`src/rtl/sobel_frame_sched.sv`:
```
`default_nettype none
// ============================================================================
//  Module      : sobel_frame_sched
//  Description : Frame-level scheduler for the sobel_0_obf core. Round-robin
//                arbitration between two ping-pong frame buffers, ap_start /
//                ap_done handshake, bank select, working_key hold for the
//                whole run, and run-length measurement.
//                Optional watchdog abort: define SOBEL_SCHED_WDOG_EN.
//  Revision    : 1.0 - initial release
// ============================================================================
module sobel_frame_sched #(
    parameter logic [31:0] WDOG_LIMIT = 32'd300000,
    parameter int          CNT_W      = 32
) (
    input  logic             ap_clk,
    input  logic             ap_rst,
    input  logic [1:0]       req,
    output logic [1:0]       grant,
    output logic [1:0]       done,
    output logic             err,
    output logic             busy,
    output logic             buf_sel,
    input  logic             key_wr,
    input  logic [2:0]       key_din,
    output logic [2:0]       working_key,
    output logic             core_start,
    input  logic             core_done,
    output logic             core_rst,
    output logic [CNT_W-1:0] last_cycles
);

    typedef enum logic [3:0] {
        ST_IDLE  = 4'b0001,
        ST_RUN   = 4'b0010,
        ST_DONE  = 4'b0100,
        ST_ABORT = 4'b1000
    } state_t;

    localparam logic [CNT_W-1:0] c_cnt_one = {{(CNT_W-1){1'b0}}, 1'b1};

    state_t           state_q,       state_d;
    logic [1:0]       grant_q,       grant_d;
    logic [1:0]       done_q,        done_d;
    logic             buf_sel_q,     buf_sel_d;
    logic [2:0]       working_key_q, working_key_d;
    logic [2:0]       key_reg_q,     key_reg_d;
    logic             core_start_q,  core_start_d;
    logic [CNT_W-1:0] last_cycles_q, last_cycles_d;
    logic [CNT_W-1:0] run_cnt_q,     run_cnt_d;
    logic             rr_q,          rr_d;

    logic             w_win;
    logic [CNT_W-1:0] w_run_cnt_inc;

`ifdef SOBEL_SCHED_WDOG_EN
    localparam logic [CNT_W-1:0] c_wdog_limit = CNT_W'(WDOG_LIMIT);
    localparam logic [CNT_W-1:0] c_wdog_last  = CNT_W'(WDOG_LIMIT - 32'd1);

    logic err_q,      err_d;
    logic core_rst_q, core_rst_d;

    assign err      = err_q;
    assign core_rst = core_rst_q;
`else
    // Watchdog not built: the limit parameter has no consumer.
    logic unused_wdog;
    assign unused_wdog = ^WDOG_LIMIT;

    assign err      = 1'b0;
    assign core_rst = 1'b0;
`endif

    // Winner selection and saturating run-counter increment.
    always_comb begin
        w_win         = req[rr_q] ? rr_q : ~rr_q;
        w_run_cnt_inc = (&run_cnt_q) ? run_cnt_q : (run_cnt_q + c_cnt_one);
    end

    // Next-state and registered-output logic.
    always_comb begin
        state_d       = state_q;
        grant_d       = grant_q;
        done_d        = 2'b00;
        buf_sel_d     = buf_sel_q;
        working_key_d = working_key_q;
        key_reg_d     = key_wr ? key_din : key_reg_q;
        core_start_d  = core_start_q;
        last_cycles_d = last_cycles_q;
        run_cnt_d     = run_cnt_q;
        rr_d          = rr_q;
`ifdef SOBEL_SCHED_WDOG_EN
        err_d         = 1'b0;
        core_rst_d    = 1'b0;
`endif

        case (state_q)
            ST_IDLE: begin
                if (|req) begin
                    grant_d       = w_win ? 2'b10 : 2'b01;
                    buf_sel_d     = w_win;
                    // Key is latched only here so a mid-run write never
                    // disturbs the frame in progress.
                    working_key_d = key_reg_q;
                    core_start_d  = 1'b1;
                    run_cnt_d     = '0;
                    rr_d          = ~w_win;
                    state_d       = ST_RUN;
                end
            end

            ST_RUN: begin
                run_cnt_d = w_run_cnt_inc;
                // core_done is checked first so it wins over a watchdog
                // expiry in the same cycle.
                if (core_done) begin
                    core_start_d  = 1'b0;
                    last_cycles_d = w_run_cnt_inc;
                    done_d        = buf_sel_q ? 2'b10 : 2'b01;
                    state_d       = ST_DONE;
                end
`ifdef SOBEL_SCHED_WDOG_EN
                else if (run_cnt_q == c_wdog_last) begin
                    core_start_d  = 1'b0;
                    core_rst_d    = 1'b1;
                    last_cycles_d = c_wdog_limit;
                    done_d        = buf_sel_q ? 2'b10 : 2'b01;
                    err_d         = 1'b1;
                    state_d       = ST_ABORT;
                end
`endif
            end

            ST_DONE: begin
                grant_d = 2'b00;
                state_d = ST_IDLE;
            end

`ifdef SOBEL_SCHED_WDOG_EN
            ST_ABORT: begin
                grant_d = 2'b00;
                state_d = ST_IDLE;
            end
`endif

            default: begin
                grant_d      = 2'b00;
                core_start_d = 1'b0;
                state_d      = ST_IDLE;
            end
        endcase
    end

    // State and output registers with synchronous reset.
    always_ff @(posedge ap_clk) begin
        if (ap_rst) begin
            state_q       <= ST_IDLE;
            grant_q       <= 2'b00;
            done_q        <= 2'b00;
            buf_sel_q     <= 1'b0;
            working_key_q <= 3'b000;
            key_reg_q     <= 3'b000;
            core_start_q  <= 1'b0;
            last_cycles_q <= '0;
            run_cnt_q     <= '0;
            rr_q          <= 1'b0;
`ifdef SOBEL_SCHED_WDOG_EN
            err_q         <= 1'b0;
            core_rst_q    <= 1'b0;
`endif
        end else begin
            state_q       <= state_d;
            grant_q       <= grant_d;
            done_q        <= done_d;
            buf_sel_q     <= buf_sel_d;
            working_key_q <= working_key_d;
            key_reg_q     <= key_reg_d;
            core_start_q  <= core_start_d;
            last_cycles_q <= last_cycles_d;
            run_cnt_q     <= run_cnt_d;
            rr_q          <= rr_d;
`ifdef SOBEL_SCHED_WDOG_EN
            err_q         <= err_d;
            core_rst_q    <= core_rst_d;
`endif
        end
    end

    assign grant       = grant_q;
    assign done        = done_q;
    assign busy        = (state_q != ST_IDLE);
    assign buf_sel     = buf_sel_q;
    assign working_key = working_key_q;
    assign core_start  = core_start_q;
    assign last_cycles = last_cycles_q;

endmodule
`default_nettype wire

```
`config.mk`:
```
export PLATFORM = sky130hd
export DESIGN_NAME = sobel_frame_sched
export DESIGN_NICKNAME = d
export VERILOG_FILES = /design/src/rtl/sobel_frame_sched.sv
export SDC_FILE = /design/constraint.sdc
export NUM_CORES = 1
export LEC_CHECK = 0
export CAP_MARGIN = 40
export CELL_PAD_IN_SITES_DETAIL_PLACEMENT = 1
export CELL_PAD_IN_SITES_GLOBAL_PLACEMENT = 2
export CORE_MARGIN = 5
export CORE_UTILIZATION = 33
export CTS_CLUSTER_SIZE = 25
export DETAILED_ROUTE_END_ITERATION = 12
export PLACE_DENSITY = 0.84
export SLEW_MARGIN = 20
export SYNTH_ARGS = -nofsm -noshare
export SYNTH_HDL_FRONTEND = slang
export SYNTH_SLANG_ARGS = --single-unit
```
`constraint.sdc`:
```
create_clock -name ap_clk -period 2.74 [get_ports ap_clk]
set_input_delay 0.274 -clock ap_clk [delete_from_list [all_inputs] [get_ports ap_clk]]
set_output_delay 0.274 -clock ap_clk [all_outputs]
set_load 0.01 [all_outputs]
```
# --- After elaboration in Yosys (flattened, before gate mapping) ---
# Cells that the tools add are included.
totals:
  reg_bits: 81
  in_bits: 9
  out_inout_bits: 44
  wordCells: 49
classes:
  n_addsub: 1
  n_lt_le_gt_ge: 1
  eq_ne: 6
  n_mux: 16
  bitwise_logic: 5
  reduce_logical: 10
op_table:
  columns: ["cell", "n"]
  rows:
  - ["2-to-1 mux 32 bit", 2]
  - ["one-hot mux 32 bit (2 select lines)", 1]
  - ["adder 32 x 1 -> 32 bit, second input constant", 1]
  - ["AND reduction 32 bit", 1]
  - ["AND reduction 2 bit", 5]
  - ["2-to-1 mux 4 bit", 2]
  - ["one-hot mux 4 bit (2 select lines)", 1]
  - ["2-to-1 mux 2 bit", 3]
  - ["2-to-1 mux 1 bit", 5]
  - ["NOT 1 bit", 5]
  - ["== test 4 x 1 -> 1 bit, second input constant", 1]
  - ["== test 4 x 2 -> 1 bit, second input constant", 1]
  - ["== test 4 x 3 -> 1 bit, second input constant", 1]
  - ["inequality test 2 bit, second input constant", 2]
  - ["inequality test 4 x 1 -> 1 bit, second input constant", 1]
  - ["one-hot mux 2 bit (2 select lines)", 1]
  - ["one-hot mux 1 bit (3 select lines)", 1]
  - ["AND reduction 3 bit", 1]
  - ["OR reduction 3 bit", 1]
  - ["less-than comparator 1 x 2 -> 1 bit, second input constant", 1]
  - ["nonzero test 2 bit", 1]
  - ["OR reduction 2 bit", 1]

# --- Logic depth before layout (Yosys ltp) ---
# Gate-level depths: netlist (run 1).
logic_depth:
  depth_word: 6
  ltp_mapped: 10

# --- Least setup slack after synthesis (run 1) ---
# Ideal clock, no wire load.
synth_timing:
  path_kind: "register to register"
  start: "reg run_cnt_q[1]"
  end: "reg run_cnt_q[6]"
  setup_ps: 78
  arrival_time_ps: 2065
  t_required_ps: 2662
  slack_ps: 597
  path_stages_with_launch: 11
  n_path_buf: 3
  cell_sequence: "dfxtp_1 ha_1 and3_1 buf_2 and3_1 and3_1 buf_6 buf_4 nor2_1 o211a_1 nor3_1"
synth_between:
  elab_chain_len: 3
  word_cells_on_any_way: 4
synth_rtl:
  columns: ["element", "line", "rtl"]
  rows:
  - ["from (decl)", "49", "logic [CNT_W-1:0] run_cnt_q, run_cnt_d;"]
  - ["from (signal assigned)", "179", "run_cnt_q <= run_cnt_d;"]
  - ["adder 32 x 1 -> 32 bit / AND reduction 32 bit (equally long branches)", "76", "w_run_cnt_inc = (&run_cnt_q) ? run_cnt_q : (run_cnt_q + c_cnt_one);"]
  - ["2-to-1 mux 32 bit (*)", "76", null]
  - ["one-hot mux 32 bit (2 select lines) (*)", "96", "case (state_q)"]
# Mark *: on every way between the ends. The rest lies on a longest branch, timed or not.
# A chain may end at the register's enable or synchronous reset.

# --- Final worst setup path (run 1) ---
layout_timing:
  start: "reg run_cnt_q[0]"
  end: "reg run_cnt_q[20]"
# Same word-level chain as after synthesis.

==> metrics.cfg, run 1 <==
[timing]
worst_slack_ps=215
rsz0062_at_grt=no
setup_viol=0
fmax_mhz=396
drv_slew=0
hold_viol=0
period_minus_slack_ps=2530
tightest_slew_ps=518
fin_worst_skew_ps=6.82
relSlewSlack_pct=65.3
finalSetupTns_ps=0
whs_ps=351
fin_crit_sh_pct=92.2

[synth]
syn-cell-area_mm2=0.00385
synthXorXnorAreaFrac_pct=5.45
synth_ff_type=dfxtp_1
synthMuxAreaShare_pct=0.779
synth_top_family_by_area=simple AND/OR/NAND/NOR gates
synthCells=460
syn_avg_cell_area_um2=8.38
synth-simple-area-share_pct=26.0
synth_enable_flop_cells=0
seq_area_frac_synth_pct=41.6
yosysUniqueCellTypes=59
synth-seq-cells=80
yosys.area_share.adder_pct=0.325
synth_compound_area_share_pct=21.6
yosysWarningCount=0
ys_async_sr_fraction_pct=0

[global_routing]
grt_max_degree=47
grt_pass1_wl_um=18200
grt-ovfl-total=0
grt_pass1_vias=3706
antenna_found_initial=0
track_usage_pct=15.9

[worst_setup_path]
startpoint_type=flop
crit_type=reg -> reg
reg2reg_from=run_cnt_q[0]
startpoint=run_cnt_q[0]
cp.arrival_ps=2760
r2r_slack_ps=210
rr_endpoint=run_cnt_q[20]
cp-end-kind=flop
worstRegToRegCells=8
cp.required_ps=2970
crit_fanout=9

[finish]
drive_gt1_share_pct=10.1
insertedDiodeCount=0
syn_to_final_growth_pct=24.9
nFillCells=1374
layout_commonest_cell=dfxtp_1
fin_cells=650
fin_nets=513
stdcell_area_mm2=0.00481
layout_common_cells=80 x dfxtp_1, 50 x nor2_1, 49 x clkdlybuf4s50_1, 40 x nand2_1, 37 x a21oi_1
fin_util_pct=42.2

[min_path]
min_from=ap_rst
whs_path_depth=2
hold_end=run_cnt_q[7]
hold_class=in -> reg

[place]
place_hpwl_um=7680
gp_congestion=0.891
dp_cells=635
port_buffers=50
place_area_mm2=0.00449
pre_cts_ws_ps=247

[clock_network]
clk_pin_slew_ps=60
hold_buffers=0
clock_sinks=80
post_cts_buffers=0
insertion_delay_ps=350
clk_path_buf_depth=2
cts_resized=0
cts-root-buf=clkbuf_16
tritoncts=done
cts_htree_levels=3
cts_made_buffers=9

[run_status]
status=finished clean

[drt]
viasPerCell=5.45
drt-pass1-iter-count=4
drc=0
wl_per_cell_um=16.5
vias=3544
first_iter_violations=159
ant_nets=0
drt-total-wl_um=10700

[die]
initial_core_util_pct=33.7
die_area_mm2=0.0139
core_area_mm2=0.0114
die_y_um=118
chipWidth_um=118
rows=39
io_pins=53

[pwr]
p_leak_nw=1.55
ir_drop_mv=0.375
totalPowerFinal_mw=2.78
cellPowerDensity_mw_per_mm2=577

[run]
max_cap_viol_count=0

power by group:
| group | switching [mW] | internal (mW) | leakage, nW | total [mW] |
|---|---|---|---|---|
| Clock | 0.473 | 0.841 | 0.159 | 1.31 |
| Combinational | 0.143 | 0.102 | 0.741 | 0.245 |
| Sequential | 0.0228 | 1.20 | 0.648 | 1.22 |
flip-flops by register name (all words and copies together), names as in the netlist:
register / flops
last_cycles: 32
run_cnt_q: 32
key_reg_q: 3
state_q: 3
working_key: 3
done: 2
grant: 2
buf_sel: 1
core_start: 1
rr_q: 1
worst max-delay path by stage:
stage	endpoint	slack (ps)	cells past startpoint
detailed placement	run_cnt_q[20]	250	8
finish	run_cnt_q[20]	210	8
global placement	run_cnt_q[20]	370	8
global route	run_cnt_q[20]	20	8
floorplan	run_cnt_q[6]	600	10
CTS	run_cnt_q[20]	230	8
worst max-delay path: stages, from the launching register on:
cell and delay [ps]:
dfxtp_1 460, ha_1 300, and3_1 210, buf_4 150, nand3_2 210, a211oi_2 430, and3_1 290, o21ai_0 90
a22o_2 280
layer usage:
metal / global-route usage (%) / wire length [µm] / vias up / share of wire (%)
met3: 4.61 / 460 / 13 / 4.3
met1: 19.7 / 4920 / 1713 / 46
li1: - / - / 1755 / -
met5: 0 / 0 / - / 0
met4: 5.52 / 182 / 0 / 1.7
met2: 26.3 / 5180 / 63 / 48
synthesized netlist by cell type, types with 5 or more instances:
master | number | share of area, %
a211oi_1 | 22 | 4.3
a21oi_1 | 37 | 4.8
a311oi_1 | 5 | 1.1
a31oi_1 | 16 | 2.6
and2_1 | 5 | 0.81
and3_1 | 9 | 1.5
clkbuf_1 | 24 | 2.3
dfxtp_1 | 80 | 42
nand2_1 | 40 | 3.9
nand2b_1 | 9 | 1.5
nand3_1 | 23 | 3.0
nand4_1 | 5 | 0.81
nor2_1 | 50 | 4.9
nor3_1 | 8 | 1.0
o21ai_0 | 19 | 2.5
or3_1 | 5 | 0.81
xnor2_1 | 16 | 3.6
xor2_1 | 8 | 1.8
logic make-up (layout without fill, tap and decap cells):
kind of cell,Yosys count,count (layout)
buf+inv,37,83
other cells,1,2
simple gates,187,187
xor+xnor,24,24
compound gates,127,127
flops,80,80
mux,3,3
fa+ha+maj,1,1
final cells by class:
cell class | count | area [µm²] | area share, %
inverter | 4 | 15.0 | 0.312
sequential | 80 | 1600 | 33.3
timing repair buffer | 64 | 601 | 12.5
tap | 143 | 179 | 3.72
clock buffer | 12 | 256 | 5.33
multi-input combinational | 344 | 2100 | 43.5
clock inverter | 3 | 65.1 | 1.35
Note: power is estimated with default switching activity, not from simulation.
==> inputs of run 2 (changes only) <==
--- a/config.mk
+++ b/config.mk
@@ -8,11 +8,13 @@
 export CAP_MARGIN = 40
 export CELL_PAD_IN_SITES_DETAIL_PLACEMENT = 1
 export CELL_PAD_IN_SITES_GLOBAL_PLACEMENT = 2
+export CORE_ASPECT_RATIO = 0.75
 export CORE_MARGIN = 5
 export CORE_UTILIZATION = 33
 export CTS_CLUSTER_SIZE = 25
 export DETAILED_ROUTE_END_ITERATION = 12
 export PLACE_DENSITY = 0.84
+export SKIP_CTS_REPAIR_TIMING = 1
 export SLEW_MARGIN = 20
 export SYNTH_ARGS = -nofsm -noshare
 export SYNTH_HDL_FRONTEND = slang
==> run 2 against run 1 <==
Worst hold slack improved by 93 ps. Core utilization down 0.32 points. Flip-flop and latch count is the same. Cell area grew 0.21%. Combinational power rose by 2%. Sequential power about the same. Wire length grew 7.1%. Clock power is 5% lower. Clock-buffer cell count fell by 2. Register-to-register slack hardly changed.
==> metrics.cfg, run 2 (synthesized netlist as in run 1, its figures left out) <==
[run_status]
status=finished clean

[worst_setup_path]
cp_common_cell=and3_1
rr_endpoint=run_cnt_q[20]
critPathTopFamily=simple AND/OR/NAND/NOR gates
crit_buf_inv=0
cp_slowest_stage_delay_ps=450
crit_fanout=9
startpoint_type=flop
cp.required_ps=2970
cp.arrival_ps=2760
crit_type=reg -> reg
worstRegToRegCells=7
r2r_slack_ps=210
critPathSlowestCell=dfxtp_1
path_cells=ha_1 > and3_1 > nand3_2 > a211oi_2 > and3_1 > o21ai_0 > a22o_2
reg2reg_from=run_cnt_q[1]
cp-end-kind=flop

[timing]
hold_viol=0
tightest_slew_ps=606
setup_viol=0
fin_crit_sh_pct=92.4
fin_worst_skew_ps=8.93
drv_slew=0
relSlewSlack_pct=59.6
rsz0062_at_grt=no
finalSetupTns_ps=0
period_minus_slack_ps=2530
fmax_mhz=395

[global_routing]
grt_max_degree=39
grt_pass1_vias=3637
grt_pass1_wl_um=19200
grt-ovfl-total=0
track_usage_pct=16.9
antenna_found_initial=0

[place]
place_hpwl_um=8220
port_buffers=50
dp_cells=654
gp_congestion=0.824

[pwr]
swShare_pct=24.9
p_int_mw=2.03
ir_drop_mv=0.277
p_leak_nw=1.52
cellPowerDensity_mw_per_mm2=560
p_sw_mw=0.673
seqPwrFrac_pct=45.0
clkPwrFrac_pct=45.7
comb_power_share_pct=9.2

[min_path]
hold_end=run_cnt_q[7]
hold_class=in -> reg
min_from=ap_rst
whs_path_depth=2

[drt]
ant_nets=0
vias=3564
first_iter_violations=155
drt-pass1-iter-count=4
drc=0
wl_per_cell_um=17.2
drt-total-wl_um=11500
viasPerCell=5.32

[finish]
layout_common_cells=80 x dfxtp_1, 50 x nor2_1, 49 x clkdlybuf4s50_1, 40 x nand2_1, 37 x a21oi_1
fin_cells=670
nFillCells=1360
fin_nets=513
insertedDiodeCount=0
layout_commonest_cell=dfxtp_1
syn_to_final_growth_pct=25.2
drive_gt1_share_pct=10.4

[clock_network]
cts_htree_levels=3
cts_made_buffers=9
tritoncts=done
clock_sinks=80
clk_pin_slew_ps=70
clk_path_buf_depth=2
cts-root-buf=clkbuf_16
insertion_delay_ps=330

[die]
initial_core_util_pct=33.4
die_y_um=104
die_area_mm2=0.0140
rows=34
core_area_mm2=0.0115
chipWidth_um=135
io_pins=53

[run]
max_cap_viol_count=0

==> run 2: changes by cell type in the layout (fill, tap and decap cells not counted) <==
| cell | previous run | this run |
|---|---|---|
| clkinv_2 | 1 | 0 |
| bufinv_16 | 2 | 1 |
| clkinvlp_4 | 0 | 4 |
| clkbuf_8 | 2 | 1 |
| clkinv_4 | 0 | 1 |
| clkbuf_1 | 1 | 0 |
==> run 2: power groups by stage <==
stage	Clock (mW)	Combinational [mW]	Sequential, mW
floorplan	0	0.127	1.25
global placement	0	0.245	1.24
detailed placement	0	0.251	1.24
CTS	1.27	0.252	1.22
global route	1.32	0.274	1.22
finish	1.24	0.250	1.22
==> run 2: worst max path at each step <==
| stage | startpoint | end | cells after the start |
|---|---|---|---|
| after global routing | run_cnt_q[1] | run_cnt_q[20] | 7 |
| after global placement | run_cnt_q[1] | run_cnt_q[20] | 7 |
| after detailed placement | run_cnt_q[1] | run_cnt_q[20] | 7 |
| final | run_cnt_q[1] | run_cnt_q[20] | 7 |
| after CTS | run_cnt_q[1] | run_cnt_q[20] | 7 |
| after floorplan | run_cnt_q[1] | run_cnt_q[6] | 10 |
==> run 2: final cells by class <==
class | count | area, µm² | share of cell area (%)
Clock buffer | 10 | 239 | 4.95
Clock inverter | 6 | 68.8 | 1.43
Inverter | 4 | 15.0 | 0.311
Multi-Input combinational cell | 344 | 2100 | 43.5
Sequential cell | 80 | 1600 | 33.2
Tap cell | 162 | 203 | 4.20
Timing Repair Buffer | 64 | 601 | 12.5
==> run 2: per-stage QoR <==
stage	power (mW)	hold WS, ps	instance area (µm²)	setup slack, ps	utilization [%]
6_report	2.70	445	4820	209	41.8
5_1_grt	2.81	477	4820	63.7	41.8
4_1_cts	2.74	445	4820	218	41.8
3_5_place_dp	1.49	452	4520	222	39.2
3_3_place_gp	1.49	449	4520	362	39.2
2_1_floorplan	1.38	390	3860	597	-
==> run 2: per-layer routing <==
metal,GRT usage (%),part of all wire (%),vias up
met1,24.3,50,1729
met5,0,0,-
li1,-,-,1757
met3,4.07,4.6,8
met2,25.2,44,70
met4,5.01,1.1,0
==> run 2: worst register-to-register path: cells and delay by family, from the launching register on <==
family	cells	cell delay (ps)
AND/OR/NAND/NOR	3	880
AO/OA/AOI/OAI	3	800
flip-flops	1	450
adder cells (fa/ha/maj)	1	300
==> inputs of run 3 (changes only) <==
--- a/config.mk
+++ b/config.mk
@@ -5,7 +5,7 @@
 export SDC_FILE = /design/constraint.sdc
 export NUM_CORES = 1
 export LEC_CHECK = 0
-export CAP_MARGIN = 40
+export CAP_MARGIN = 10
 export CELL_PAD_IN_SITES_DETAIL_PLACEMENT = 1
 export CELL_PAD_IN_SITES_GLOBAL_PLACEMENT = 2
 export CORE_ASPECT_RATIO = 0.75
==> results of run 3 <==
No change in the layout: final DEF, timing and power equal those of run 2.
